--- src/rtl/params_pkg.sv ---
// Shared widths and types for the scoreboard hazard unit.
// The instruction descriptor and the per-register scoreboard entry live here.
package params_pkg;

  localparam int MAX_LAT       = 5;
  localparam int LAT_WIDTH     = $clog2(MAX_LAT + 1);
  localparam int PKG_NUM_REGS  = 32;
  localparam int PKG_REG_WIDTH = $clog2(PKG_NUM_REGS);

  typedef struct packed {
    logic [PKG_REG_WIDTH-1:0] rs1;
    logic [PKG_REG_WIDTH-1:0] rs2;
    logic                     rs1_needed;
    logic                     rs2_needed;
    logic [PKG_REG_WIDTH-1:0] rd;
    logic                     rd_valid;
    logic [LAT_WIDTH-1:0]     lat;
    logic                     is_branch;
    logic                     is_instr_mem;
  } hazard_ctrl_t;

  // cnt == 0 while pending marks a variable-latency (memory) writer.
  typedef struct packed {
    logic                 pending;
    logic [LAT_WIDTH-1:0] cnt;
  } sb_entry_t;

endpackage

--- src/rtl/scoreboard_entry.sv ---
// One architectural register's pending bit and writeback countdown.
// cnt == 1 is the writeback cycle; pending drops at the edge closing it.
module scoreboard_entry
  import params_pkg::*;
(
  input  logic                 clk_i,
  input  logic                 rst_ni,
  input  logic                 freeze_i,
  input  logic                 set_i,
  input  logic [LAT_WIDTH-1:0] set_cnt_i,
  input  logic                 mem_clr_i,
  output sb_entry_t            entry_o
);

  sb_entry_t entry_q, entry_d;

  always_comb begin
    entry_d = entry_q;
    if (!freeze_i && entry_q.cnt != '0) begin
      entry_d.cnt = entry_q.cnt - 1'b1;
      if (entry_q.cnt == LAT_WIDTH'(1)) entry_d.pending = 1'b0;
    end
    if (mem_clr_i) entry_d.pending = 1'b0;
    if (set_i) begin
      entry_d.pending = 1'b1;
      entry_d.cnt     = set_cnt_i;
    end
  end

  always_ff @(posedge clk_i) begin
    if (!rst_ni) entry_q <= '0;
    else         entry_q <= entry_d;
  end

  assign entry_o = entry_q;

endmodule

--- src/rtl/scoreboard_hazard_unit.sv ---
// Decode-side scoreboard: tracks in-flight writers per register, reserves the
// fixed-latency writeback port and counts outstanding memory ops.
module scoreboard_hazard_unit
  import params_pkg::*;
#(
  parameter int NUM_REGS        = PKG_NUM_REGS,
  parameter int REGISTER_WIDTH  = $clog2(NUM_REGS),
  parameter int MEM_OUTSTANDING = 1,
  parameter int IN_ORDER_BRANCH = 0
) (
  input  logic                                 clk_i,
  input  logic                                 rst_ni,
  input  logic                                 dec_valid_i,
  input  hazard_ctrl_t                         hazard_signals_i,
  input  logic                                 mem_busy_i,
  input  logic                                 mem_wb_valid_i,
  input  logic [REGISTER_WIDTH-1:0]            mem_wb_reg_i,
  output logic                                 stall_mem_o,
  output logic                                 stall_alu_o,
  output logic                                 stall_decode_o,
  output logic                                 stall_fetch_o,
  output logic                                 stall_ex_o,
  output logic                                 alu_bubble_o,
  output logic                                 issue_o,
  output logic [NUM_REGS-1:0]                  sb_busy_o,
  output logic [$clog2(MEM_OUTSTANDING+1)-1:0] mem_inflight_o
);

  localparam int MEM_CNT_W = $clog2(MEM_OUTSTANDING + 1);

  hazard_ctrl_t         hc;
  sb_entry_t            entry [NUM_REGS];
  logic [NUM_REGS-1:0]  sb_busy, mem_pend;
  logic [MAX_LAT:1]     resv_q, resv_d;
  logic [MEM_CNT_W-1:0] mem_inflight_q, mem_inflight_d, inflight_eff;
  logic [LAT_WIDTH-1:0] set_cnt;
  logic is_fixed_wr, is_mem_wr, raw1, raw2, waw, port_hz, mem_hz, br_hz;
  logic hazard, stall_decode, issue, fixed_set, mem_set, mem_issue, mem_wb_ack;

  assign hc       = hazard_signals_i;
  assign entry[0] = '0;

  for (genvar r = 1; r < NUM_REGS; r++) begin : g_entry
    scoreboard_entry u_entry (
      .clk_i     (clk_i),
      .rst_ni    (rst_ni),
      .freeze_i  (mem_busy_i),
      .set_i     ((fixed_set || mem_set) && hc.rd == PKG_REG_WIDTH'(r)),
      .set_cnt_i (set_cnt),
      .mem_clr_i (mem_wb_valid_i && mem_wb_reg_i == REGISTER_WIDTH'(r) && mem_pend[r]),
      .entry_o   (entry[r])
    );
  end

  always_comb begin
    sb_busy  = '0;
    mem_pend = '0;
    for (int r = 0; r < NUM_REGS; r++) begin
      sb_busy[r]  = entry[r].pending;
      mem_pend[r] = entry[r].pending && entry[r].cnt == '0;
    end
  end

  always_comb begin
    is_fixed_wr = hc.rd_valid && hc.rd != '0 && !hc.is_instr_mem;
    is_mem_wr   = hc.rd_valid && hc.rd != '0 && hc.is_instr_mem;
    raw1        = hc.rs1_needed && hc.rs1 != '0 && sb_busy[hc.rs1];
    raw2        = hc.rs2_needed && hc.rs2 != '0 && sb_busy[hc.rs2];
    waw         = hc.rd_valid && hc.rd != '0 && sb_busy[hc.rd];
    port_hz     = 1'b0;
    for (int k = 1; k <= MAX_LAT; k++) begin
      if (hc.lat == LAT_WIDTH'(k)) port_hz = resv_q[k];
    end
    port_hz = port_hz && is_fixed_wr;
    // A writeback to x0 retires a memory op that has no destination register.
    mem_wb_ack   = mem_wb_valid_i && mem_inflight_q != '0 &&
                   (mem_wb_reg_i == '0 || mem_pend[mem_wb_reg_i]);
    inflight_eff = mem_inflight_q - MEM_CNT_W'(mem_wb_ack);
    mem_hz       = hc.is_instr_mem && inflight_eff == MEM_CNT_W'(MEM_OUTSTANDING);
    br_hz        = (IN_ORDER_BRANCH != 0) && hc.is_branch &&
                   (|sb_busy || mem_inflight_q != '0);
    hazard       = raw1 || raw2 || waw || port_hz || mem_hz || br_hz;
    stall_decode = mem_busy_i || (dec_valid_i && hazard);
    issue        = dec_valid_i && !stall_decode;
    fixed_set    = issue && is_fixed_wr;
    mem_set      = issue && is_mem_wr;
    mem_issue    = issue && hc.is_instr_mem;
    set_cnt      = fixed_set ? hc.lat : '0;
  end

  // resv[k]: a fixed op writes back k cycles from now; a new lat-L op lands in
  // slot L-1 after this edge because the shift applies in the same cycle.
  always_comb begin
    resv_d = resv_q;
    if (!mem_busy_i) resv_d = {1'b0, resv_q[MAX_LAT:2]};
    if (fixed_set) begin
      for (int k = 2; k <= MAX_LAT; k++) begin
        if (hc.lat == LAT_WIDTH'(k)) resv_d[k-1] = 1'b1;
      end
    end
    mem_inflight_d = mem_inflight_q;
    if (mem_issue && !mem_wb_ack)      mem_inflight_d = mem_inflight_q + 1'b1;
    else if (!mem_issue && mem_wb_ack) mem_inflight_d = mem_inflight_q - 1'b1;
  end

  always_ff @(posedge clk_i) begin
    if (!rst_ni) begin
      resv_q         <= '0;
      mem_inflight_q <= '0;
    end else begin
      resv_q         <= resv_d;
      mem_inflight_q <= mem_inflight_d;
    end
  end

  assign stall_mem_o    = mem_busy_i;
  assign stall_alu_o    = mem_busy_i;
  assign stall_ex_o     = 1'b0;
  assign stall_decode_o = stall_decode;
  assign stall_fetch_o  = stall_decode;
  assign alu_bubble_o   = dec_valid_i && br_hz;
  assign issue_o        = issue;
  assign sb_busy_o      = sb_busy;
  assign mem_inflight_o = mem_inflight_q;

  a_fixed_lat : assert property (@(posedge clk_i) disable iff (!rst_ni)
    (dec_valid_i && hc.rd_valid && !hc.is_instr_mem) |->
      (hc.lat != '0 && hc.lat <= LAT_WIDTH'(MAX_LAT)));

  a_mem_wb_pending : assert property (@(posedge clk_i) disable iff (!rst_ni)
    (mem_wb_valid_i && mem_wb_reg_i != '0) |-> mem_pend[mem_wb_reg_i]);

endmodule

--- config.mk ---
export PLATFORM = sky130hd
export DESIGN_NAME = scoreboard_hazard_unit
export DESIGN_NICKNAME = d
export VERILOG_FILES = /design/src/rtl/params_pkg.sv /design/src/rtl/scoreboard_entry.sv /design/src/rtl/scoreboard_hazard_unit.sv
export SDC_FILE = /design/constraint.sdc
export NUM_CORES = 1
export LEC_CHECK = 0
export CAP_MARGIN = 20
export CORE_ASPECT_RATIO = 0.75
export CORE_MARGIN = 3
export CORE_UTILIZATION = 35
export CTS_BUF_LIST = sky130_fd_sc_hd__clkbuf_8
export CTS_CLUSTER_DIAMETER = 40
export DETAILED_ROUTE_END_ITERATION = 8
export PLACE_DENSITY = 0.54
export SLEW_MARGIN = 20
export SYNTH_ARGS = -nofsm -noshare
export SYNTH_HDL_FRONTEND = slang
export SYNTH_SLANG_ARGS = --single-unit
--- constraint.sdc ---
create_clock -name clk_i -period 3.1 [get_ports clk_i]
set_clock_uncertainty 0.15 [all_clocks]
set_input_delay 0.62 -clock clk_i [delete_from_list [all_inputs] [get_ports clk_i]]
set_output_delay 0.62 -clock clk_i [all_outputs]
set_load 0.01 [all_outputs]
**After elaboration in Yosys (flattened, before gate mapping)**

Cells that the tools add are included.

- Flip-flop bits (word level): 129
- Latch bits: 0
- RAM bits: 0
- Memory bits (read-only): 0
- Memories kept: 0

- Add/sub/neg operators: 34
- $mul: 0
- Div/mod/pow operators: 0
- Order comparisons: 4
- Equality and inequality tests: 98
- Shift operators: 0
- Muxes and demuxes: 146
- Bitwise operators: 0
- Reductions and logical operators: 377

Operators by type and width:

| operator | count |
|---|---|
| $reduce_bool 3->1 | 93 |
| $mux 4 | 64 |
| $logic_and 1x1->1 | 174 |
| $eq 5x5->1 const B | 32 |
| $eq 3x1->1 const B | 32 |
| $logic_not 3->1 | 31 |
| $sub 3x1->3 const B | 31 |
| $eq 5x4->1 const B | 16 |
| $mux 1 | 77 |
| $reduce_bool 2->1 | 32 |
| $reduce_and 2->1 | 31 |
| $eq 5x3->1 const B | 8 |
| $lt 5x6->1 const B | 4 |
| $bmux 1 s5 | 4 |
| $eq 5x2->1 const B | 4 |
| $reduce_bool 5->1 | 3 |
| $eq 5x1->1 const B | 2 |
| $logic_or 1x1->1 | 7 |
| $eq 3x2->1 const B | 2 |
| $eq 3x3->1 const B | 2 |
| $logic_not 1->1 | 5 |
| $logic_not 5->1 | 1 |
| $mux 3 | 1 |
| $add 1x1->1 const B | 1 |
| 2 further kinds | 2 |

**Longest topological paths before layout**

- Depth in word-level cells: 18
- Depth in mapped cells: 12
- Mapped depth without buffers: 10

**Cells and area by module**

From an unflattened synthesis, not the netlist that was laid out.

- Cells, all modules: 1,200
- Area total of the unflattened synthesis: 9,960.8 sq um

By module, submodules not included:

| module | times used | cells an instance | area an instance (sq um) | sequential area each (sq um) |
|---|---|---|---|---|
| scoreboard_entry | 31 | 28 | 241.5 | 80.1 |
| scoreboard_hazard_unit | 1 | 332 | 2,474.9 | 100.1 |

**Worst setup path after synthesis**

Ideal clock, no wire load.

- Kind: input port to output port
- Start point: input mem_wb_reg_i[1]
- End point: output stall_fetch_o
- Data arrival time: 2.721 ns
- Required time: 2.330 ns
- Path slack: -0.391 ns
- Stages on the path: 10
- Path buffers: 3
- Path through: clkbuf_1 > nor2b_1 > nand3_1 > a41oi_1 > nor4_1 > o311a_1 > buf_1 > o31ai_1 > nand2b_1 > buf_4

- Longest elaborated chain between the ends: 9

RTL lines:

| item | line | source |
|---|---|---|
| start: declaration | scoreboard_hazard_unit.sv:17 | `input logic [REGISTER_WIDTH-1:0] mem_wb_reg_i,` |
| $bmux 1 s5 | scoreboard_hazard_unit.sv:77 | `(mem_wb_reg_i == '0 \|\| mem_pend[mem_wb_reg_i]);` |
| $mux 1 (not written as such) | scoreboard_hazard_unit.sv:77 |  |
| $logic_or 1x1->1 * | scoreboard_hazard_unit.sv:77 |  |
| $logic_and 1x1->1 * | scoreboard_hazard_unit.sv:76 | `mem_wb_ack = mem_wb_valid_i && mem_inflight_q != '0 &&` |
| $sub 1x1->1 * | scoreboard_hazard_unit.sv:78 | `inflight_eff = mem_inflight_q - MEM_CNT_W'(mem_wb_ack);` |
| $logic_and 1x1->1 * | scoreboard_hazard_unit.sv:79 | `mem_hz = hc.is_instr_mem && inflight_eff == MEM_CNT_W'(MEM_OUTSTANDING);` |
| $logic_or 1x1->1 * | scoreboard_hazard_unit.sv:82 | `hazard = raw1 \|\| raw2 \|\| waw \|\| port_hz \|\| mem_hz \|\| br_hz;` |
| $logic_and 1x1->1 * | scoreboard_hazard_unit.sv:83 | `stall_decode = mem_busy_i \|\| (dec_valid_i && hazard);` |
| $logic_or 1x1->1 * | scoreboard_hazard_unit.sv:83 |  |
| end: declaration | scoreboard_hazard_unit.sv:21 | `output logic stall_fetch_o,` |

Mark *: on every way between the ends. The rest lies on a longest branch, timed or not. The select of a mux whose other input is x is not followed.

**Final worst setup path**

Same ends and word-level chain as after synthesis.

==> flow_summary_export.csv <==
group,metric,value,unit
outcome,status,"finished, violations left",
outcome,violations,"setup timing",
clocking,numCtsBuffers,17,
job,maxCapViolations,0,
routing,drt-total-wl,43.2,mm
clocking,clkSlewWorstSetupHoldPaths,0.09,ns
routing,postRouteAntennaNets,0,
floorplanning,die_y,153,µm
finish,fin_nets,1814,
sta,setup_viol,60,
setup_path,cp.required,2.33,ns
setup_path,worst-path-max-fanout,5,
grt,grtUsageMet3,0.0681,
synth,avgSynthCellArea,7.97,µm²
grt,gr-usage-met1,0.375,
finish,layout-drive-gt1-share,0.460,
setup_path,path_class,"input pin to output port",
clocking,clockBufferDepth,2,
grt,gr-total-overflow,0,
floorplanning,core_area,28200,µm²
pwr,p_per_area,729,nW/µm²
synth,async_flop_share,0,
sta,fin_tns_setup,-4.33,ns
setup_path,reg2reg_slack,-0.13,ns
setup_path,worst_setup_path_end_kind,"output port",
synth,synth_edf_count,0,
grt,grt_pass1_wl,62.8,mm
clocking,cts_tree,"built",
sta,finalCritPeriodShare,1.15,
finish,antenna_cells,0,
grt,antenna_found_initial,0,
sta,fmax,0.281,GHz
sta,tightest_slew,0.953,ns
finish,layoutNonFillerInstCount,2086,
sta,hold_viol,0,
grt,grtUsageMet2,0.394,
grt,grt-busiest-layer,"met2",
setup_path,worst_path_largest_cell_delay,0.42,ns
clocking,cts_sinks,129,
synth,netlist_area,10100,µm²
setup_path,cp-start-kind,"input pin",
synth,ys_seq_elements,129,
setup_path,cp_common_cell,"buf_4",
place,placed_cells,1956,
routing,drtIter0Drc,1131,
setup_path,endpoint,"stall_fetch_o",
setup_path,critPathSlowestCell,"o311a_1",
pwr,p_leak,6.67,nW
routing,drt_pass1_iterations,7,
floorplanning,initial_core_util,0.358,
place,place_hpwl,29.9,mm
place,gp_congestion,0.999,
place,place_ws,-1.27,ns
setup_path,path_cells,"clkdlybuf4s15_2 -> buf_4 -> nor4b_4 -> a32oi_1 -> o2111ai_2 -> nor4_2 -> o311a_1 -> o31ai_2 -> buf_4 -> nand2b_4 -> buf_2",
clocking,insertion_delay,0.48,ns
sta,rsz0062_at_grt,"true",
routing,via_per_inst,5.46,
synth,ys_seq_area_frac,0.256,
sta,min_period,3.56,ns
sta,slew_headroom,0.364,
synth,synth_cells,1265,
setup_path,reg2reg_to,"g_entry[12].u_entry.entry_o[1]",
finish,area_delta_synth_final,61.7,%
setup_path,r2r_cells,11,
pwr,peakVddDrop,0.565,mV
hold_path,hold_path_class,"flip-flop to flip-flop",
sta,drv_slew,0,
finish,nFillCells,2491,
setup_path,arrival,2.79,ns
routing,drc,0,
setup_path,reg2reg_from,"g_entry[8].u_entry.entry_o[3]",
synth,yosysTopAreaCell,"dfxtp_1",
synth,synth_cell_type_count,68,
floorplanning,rows,53,
synth,ys.flop_type,"dfxtp_1",
place,portBuffers,68,
floorplanning,die_area,30900,µm²
sta,setup_ws,-0.463,ns
setup_path,worstSetupStartpoint,"mem_wb_reg_i[1]",
floorplanning,die_x,202,µm
grt,grt_use_total,0.264,
synth,yosysWarnings,0,
grt,grt_max_degree,45,
grt,grt_pass1_vias,10700,
synth,synthTopCellsByArea,"dfxtp_1 (26%), ha_1 (12%), nor2_1 (5.0%), mux4_2 (4.5%), nand2_1 (4.1%)",
floorplanning,ios,73,
routing,wl_per_cell,20.7,µm
synth,yosys.area.top_type_share,0.256,
clocking,clockRootBuffer,"clkbuf_8",
finish,final_util,0.579,
routing,vias,11400,
clocking,h-tree-depth,4,
==> worst max-delay path: cells and delay by family <==
kind                   cells  cell delay [ns]
buffers and inverters      4             0.72
AO/OA/AOI/OAI              4             1.05
AND/OR/NAND/NOR            3             0.40
==> synth_stat cells (5+ instances only) <==
cell      count
nand3b_1     51
o21a_1        7
nor2_1      133
clkbuf_1     51
o211ai_1     28
a211oi_1     39
mux2_2       10
buf_4        38
nor2b_1      39
a41oi_1       5
a31oi_1      10
mux2i_1      28
nor3_1       11
o21ai_0      72
dfxtp_1     129
nand2b_1     10
ha_1         93
xor2_1        9
inv_1        76
mux2_1       15
a21oi_1      55
nand4_1      18
a22oi_1      12
and3_1       17
nand3_1      61
a32oi_1       5
or3_1         9
nand2_1     109
or2_2         6
buf_2        12
and2_1       10
mux4_2       20
o31ai_1       6
nor3b_1       5
buf_1         5
a221oi_1      8
==> power by group <==
group          switching [mW]  internal (mW)  leakage [nW]  total [mW]
Clock                   0.790          0.977         0.234        1.77
Combinational            3.52           3.93          5.37        7.45
Sequential              0.391           2.28          1.06        2.67
==> what timing repair did <==
action | in CTS | in global routing
gates cloned | 4 | 3
hold buffers | 0 | 0
endpoints found under the hold margin | 0 | 0
resized for setup | 182 | 251
pin swaps | 42 | 99
endpoints found under the setup margin | 130 | 116
buffers inserted | 64 | 42
==> cell type report <==
type | count | area [µm²] | share of cell area
clock inverters | 14 | 211 | 0.0130
multi-input cells | 955 | 8000 | 0.490
repair buffers | 508 | 4470 | 0.274
well taps | 385 | 482 | 0.0295
inverters | 77 | 289 | 0.0177
clock buffers | 18 | 248 | 0.0152
flip-flops and latches | 129 | 2610 | 0.160
==> how the worst min path moves through the flow <==
stage	start	end	slack [ns]	cells past startpoint
after floorplan	g_entry[14].u_entry.entry_o[3]	g_entry[14].u_entry.entry_o[3]	0.33	2
after global placement	resv_q[4]	resv_q[4]	0.38	2
after detailed placement	resv_q[4]	resv_q[4]	0.40	2
after CTS	resv_q[4]	resv_q[4]	0.41	2
after global routing	resv_q[4]	resv_q[4]	0.44	2
final	g_entry[5].u_entry.entry_o[2]	g_entry[5].u_entry.entry_o[2]	0.41	2
==> logic make-up after synthesis <==
logic type / synth area share
compound gates: 0.178
mux: 0.102
buf+inv: 0.0838
xor+xnor: 0.00956
simple gates: 0.255
fa+ha+maj: 0.115
flops: 0.256
other cells: 0.000372
==> through the flow <==
stage,power (mW),instance area (µm²),hold slack [ns]
final,11.9,16300,0.409
after global routing,12.8,16300,0.441
after CTS,11.0,15000,0.410
after detailed placement,8.63,13500,0.396
after global placement,8.54,13500,0.378
after floorplan,6.01,10300,0.328
==> cell usage in the layout (no fill, tap or decap), drive strengths merged, types with 9 or more instances in the layout <==
cell	count
a211oi	39
a21oi	55
a22oi	12
a31oi	10
and2	10
and3	17
buf	445
clkbuf	20
clkdlybuf4s50	48
dfxtp	129
ha	93
inv	79
mux2	26
mux2i	28
mux4	20
nand2	109
nand2b	10
nand3	62
nand3b	51
nand4	18
nor2	134
nor2b	39
nor3	14
o211ai	28
o21ai	72
or3	9
xor2	9
==> registers in the layout, indices dropped and copies added, names as in the netlist <==
| register | flops |
|---|---|
| resv_q | 4 |
| mem_inflight_o | 1 |
| g_entry.u_entry.entry_o | 124 |
==> routing by layer <==
metal | vias up | routed length [µm]
li1 | 5336 | -
met1 | 5494 | 19500
met2 | 498 | 19000
met3 | 67 | 3700
met4 | 0 | 1070
met5 | - | 0
Note: power is estimated with default switching activity, not from simulation.
